### config.mk
export PLATFORM = sky130hd
export DESIGN_NAME = cpu5_exmem
export DESIGN_NICKNAME = d
export VERILOG_FILES = /design/src/rtl/cpu5_exmem.sv
export SDC_FILE = /design/constraint.sdc
export NUM_CORES = 1
export LEC_CHECK = 0
export BUFFER_PORTS_ARGS = -buffer_cell sky130_fd_sc_hd__buf_2
export CELL_PAD_IN_SITES_DETAIL_PLACEMENT = 1
export CELL_PAD_IN_SITES_GLOBAL_PLACEMENT = 2
export CORE_AREA = 5 5 220 136
export DETAILED_ROUTE_END_ITERATION = 12
export DIE_AREA = 0 0 225 141
export HOLD_SLACK_MARGIN = 0.03
export PLACE_DENSITY_LB_ADDON = 0.08
export SLEW_MARGIN = 20
export SYNTH_ARGS = -nofsm -noshare
export SYNTH_HDL_FRONTEND = slang
export SYNTH_SLANG_ARGS = --single-unit
### constraint.sdc
create_clock -name clk -period 4.7 [get_ports clk]
set_input_delay 0.47 -clock clk [delete_from_list [all_inputs] [get_ports clk]]
set_output_delay 0.47 -clock clk [all_outputs]
set_load 0.01 [all_outputs]
### src/rtl/cpu5_exmem.sv
// cpu5 execute-to-memory boundary: two-entry skid buffer with registered ex_ready,
// plus branch resolution producing a one-cycle redirect pulse.
module cpu5_exmem #(
    parameter int unsigned XLEN = 32
) (
    input  logic            clk,
    input  logic            resetn,
    input  logic            flush,
    input  logic            ex_valid,
    output logic            ex_ready,
    input  logic [XLEN-1:0] ex_alu_y,
    input  logic            ex_alu_zero,
    input  logic [4:0]      ex_rd,
    input  logic            ex_regwrite,
    input  logic            ex_memread,
    input  logic            ex_memwrite,
    input  logic [XLEN-1:0] ex_store_data,
    input  logic            ex_branch,
    input  logic [XLEN-1:0] ex_pc,
    input  logic [XLEN-1:0] ex_imm,
    output logic            mem_valid,
    input  logic            mem_ready,
    output logic [XLEN-1:0] mem_alu_y,
    output logic [XLEN-1:0] mem_store_data,
    output logic [4:0]      mem_rd,
    output logic            mem_regwrite,
    output logic            mem_memread,
    output logic            mem_memwrite,
    output logic            redirect_valid,
    output logic [XLEN-1:0] redirect_pc
);

    typedef struct packed {
        logic [XLEN-1:0] alu_y;
        logic [XLEN-1:0] store_data;
        logic [4:0]      rd;
        logic            regwrite;
        logic            memread;
        logic            memwrite;
    } bundle_t;

    typedef enum logic [1:0] {EMPTY, ONE, TWO} occ_t;

    occ_t    state, state_nxt;
    bundle_t main_q, skid_q, in_b;
    logic    accept, deliver, redirect_set;
    logic    load_main_in, load_main_skid, load_skid;

    // Occupancy transitions and entry load strobes; flush overrides everything.
    always_comb begin
        in_b.alu_y      = ex_alu_y;
        in_b.store_data = ex_store_data;
        in_b.rd         = ex_rd;
        in_b.regwrite   = ex_regwrite;
        in_b.memread    = ex_memread;
        in_b.memwrite   = ex_memwrite;

        accept         = ex_valid & ex_ready;
        deliver        = mem_valid & mem_ready;
        redirect_set   = accept & ex_branch & ex_alu_zero & ~flush;
        state_nxt      = state;
        load_main_in   = 1'b0;
        load_main_skid = 1'b0;
        load_skid      = 1'b0;

        case (state)
            EMPTY: begin
                if (accept) begin
                    load_main_in = 1'b1;
                    state_nxt    = ONE;
                end
            end
            ONE: begin
                if (deliver) begin
                    if (accept) load_main_in = 1'b1;
                    else        state_nxt    = EMPTY;
                end else if (accept) begin
                    load_skid = 1'b1;
                    state_nxt = TWO;
                end
            end
            TWO: begin
                if (deliver) begin
                    load_main_skid = 1'b1;
                    state_nxt      = ONE;
                end
            end
            default: state_nxt = EMPTY;
        endcase

        if (flush) begin
            state_nxt      = EMPTY;
            load_main_in   = 1'b0;
            load_main_skid = 1'b0;
            load_skid      = 1'b0;
        end
    end

    always_ff @(posedge clk) begin
        if (!resetn) begin
            state          <= EMPTY;
            ex_ready       <= 1'b1;
            mem_valid      <= 1'b0;
            main_q         <= '0;
            skid_q         <= '0;
            redirect_valid <= 1'b0;
            redirect_pc    <= '0;
        end else begin
            state     <= state_nxt;
            ex_ready  <= (state_nxt != TWO);
            mem_valid <= (state_nxt != EMPTY);
            if (load_main_in)        main_q <= in_b;
            else if (load_main_skid) main_q <= skid_q;
            if (load_skid)           skid_q <= in_b;
            redirect_valid <= redirect_set;
            if (redirect_set) redirect_pc <= ex_pc + ex_imm;
        end
    end

    assign mem_alu_y      = main_q.alu_y;
    assign mem_store_data = main_q.store_data;
    assign mem_rd         = main_q.rd;
    assign mem_regwrite   = main_q.regwrite;
    assign mem_memread    = main_q.memread;
    assign mem_memwrite   = main_q.memwrite;

endmodule

==> metrics.txt <==
placed cell count 1598; # Post-CTS Setup Buffers 0; CP required 4980 ps; Async SR Flop Fraction 0%; YS warnings 0; DR vias/cell 4.95; net switching power ~1.0 mW; Fillers about 3400; CP delay by family, top compound AO/OA/AOI/OAI gates; pin slew with the least headroom to its limit approximately 950 ps; WS Path Type primary input to flop; leakage 5.29 nW; slowest stage delay, CP 450 ps; largest net degree at the start of global routing 95; worst r2r src ex_ready; routed via count 8078; FMAX 351 MHz; Pint approximately 2.7 mW; setup violators final 0; Post-Syn Instances 1035; total grt overflow 0; final hold violations 0; register area share after synthesis 40.3%; Synth Net Count around 1200; die span in x between 200 and 250 um; most frequent cells after synthesis 278 x nand2_1, 181 x dfxtp_1, 79 x a21boi_0, 75 x mux2i_1, 73 x o211a_1; hold path startpoint ex_store_data[22]; Ports 250; Slowest-stage cell, CP a221oi_2; synth top area cells dfxtp_1 40%, nand2_1 12%, mux2i_1 8.4%; most common cell in the netlist nand2_1; Crit Path Max Fanout 5; Initial DRC Count 444; area of the multi-input gates just over 5000 um^2; Reg clk slew, reported paths around 70 ps; nets@finish 1417; setup tns final 0 ps; WL final 30.1 mm; Comb power frac between 15 and 20%; Storage cell area around 3600 um^2; mapped cell area 8980 um^2; synthesized flop and latch total 181; switch share 28.0%; WHS Endpoint mem_store_data[22]; clock root buffer clkbuf_16; initial antenna violation count 1; Reg2Reg Setup Slack 2310 ps; count of flip-flops with a built-in enable after synthesis 0; Worst Path Arrival 3140 ps; port bufs 249; H-tree depth 4; Avg Cell Area, Syn ~8.7 um^2; ys flop type dfxtp_1; Hold Path Stages 2; RSZ-0062 raised after global routing no; P per Cell Area 336 nW/um^2; Rel. slew slack 36.4%; non-filler instance count after layout 1632; hold-fix buffers at CTS 0; Placer Congestion between 0.7 and 0.8; Crit Reg-Reg Endpoint mem_memread; Clock Sink Count between 150 and 200; Detail Placement HPWL between 20 and 25 mm; Tot GR Track Use 18.9%; Placeable Area 28000 um^2; CTS max path bufs 2; distinct cell type count after synthesis 52; sequential share of power between 40% and 50%; Yosys top cell area share between 40% and 50%; vias in the first global route 8324; first-pass GRT wire length roughly 48 mm; Avg WL per Cell ~18 um; max-slew violation count 0; Area Overhead vs Synth 24.1%; Critical Path End Type flop; Inserted Clock Buffers 17; antenna violation net count after detailed routing 0; Clk pwr share 39.2%; post-cts sizing count 0; initial core utilization 32.0%; outcome completed; Chip Height 141 um; cell count of the worst reg-to-reg path 5; DIE AREA around 32000 um^2; Min-Delay Path Class primary input to flop; row count 48; Final min period 2850 ps; layout cells sized above 1 approximately a quarter; max_cap viols 0; Clock Skews 8.72 ps; area leader, netlist dfxtp_1; period utilization 60.7%; CP Launch Type primary input; cells along the critical path buf_2 > ha_1 > fa_1 > a21o_1 > a221o_1 > o211ai_1 > a21oi_1 > a221oi_2 > xor2_1 > o21ai_0; DRC viols 0; Max IR drop VDD 172 uV; CTS tree built; Pre-Repair DR Iteration Count 5; worst-skew pair later-pin latency 430 ps; worst path bufs/invs 1
final cells by class:
type,count,area share (%)
clock inverter,11,1.11
sequential,181,32.5
tap,375,4.21
clock buffer,21,4.22
inverter,11,0.370
antenna,2,0.0449
timing repair buffer,256,11.9
multi-input combinational,775,45.6
metal layers:
metal / GRT usage (%) / wire length (um) / vias up
met3: 4.37 / 1470 / 9
met1: 28.4 / 15900 / 3868
met4: 3.75 / 119 / 0
met5: 0 / 0 / -
met2: 27.6 / 12600 / 159
li1: - / - / 4042
power by group through the flow:
| stage | registers (mW) | clock network [mW] | logic [mW] |
|---|---|---|---|
| after floorplan | 1.69 | 0 | 0.363 |
| after global placement | 1.67 | 0 | 0.639 |
| after detailed placement | 1.67 | 0 | 0.641 |
| after CTS | 1.64 | 1.52 | 0.645 |
| after global routing | 1.64 | 1.59 | 0.711 |
| final | 1.64 | 1.46 | 0.640 |
flip-flops by register name, indices dropped and copies added (netlist names), 2 cells and up:
name / count
skid_q: 72
mem_alu_y: 32
mem_store_data: 32
redirect_pc: 32
mem_rd: 5
state: 2
layout by cell type, fill, tap and decap left out, drive strengths merged, types with 3 or more instances in the layout:
cell type	n
a21o	10
clkbuf	21
nor3	9
a31oi	3
xor2	10
nand2	278
a221oi	4
xnor2	15
or2	3
nand3	13
a21oi	41
nor2b	5
dfxtp	181
and3	5
buf	256
a21boi	79
clkinv	4
o21a	5
a211o	3
nand4	7
o211a	73
nand2b	6
o211ai	4
inv	13
and2	9
mux2i	75
ha	31
clkinvlp	3
o21ai	40
nor2	19
o21bai	4
per-stage QoR:
stage	setup slack, ps	instance area (um^2)	hold WS [ps]	utilization (%)	total power, mW
6_report	1850	11100	293	39.7	3.74
3_3_place_gp	1540	10500	436	37.6	2.31
2_1_floorplan	2020	8980	443	-	2.05
5_1_grt	1820	11100	261	39.7	3.94
3_5_place_dp	1490	10500	445	37.6	2.31
4_1_cts	1970	11100	259	39.7	3.80
worst max path at each step:
stage / cells after the start / end / startpoint / slack [ps]
floorplan: 9 / redirect_pc[28] / ex_pc[0] / 2020
global placement: 10 / redirect_pc[22] / ex_pc[0] / 1540
detailed placement: 10 / redirect_pc[22] / ex_pc[0] / 1490
CTS: 10 / redirect_pc[22] / ex_pc[0] / 1970
global route: 10 / redirect_pc[22] / ex_pc[0] / 1820
finish: 10 / redirect_pc[22] / ex_pc[0] / 1850
logic make-up (layout without fill, tap and decap cells):
logic type               count (synthesis)  in the layout  share of synthesized area [%]
AO/OA/AOI/OAI                          282            282                           24.2
flip-flops                             181            181                           40.3
multiplexers                            76             76                           8.48
adder cells (fa/ha/maj)                 32             32                           4.54
buffers and inverters                   79            299                           3.40
AND/OR/NAND/NOR                        360            360                           16.6
other                                    0              2                              0
XOR/XNOR                                25             25                           2.44
(Power assumes the default switching activity.)
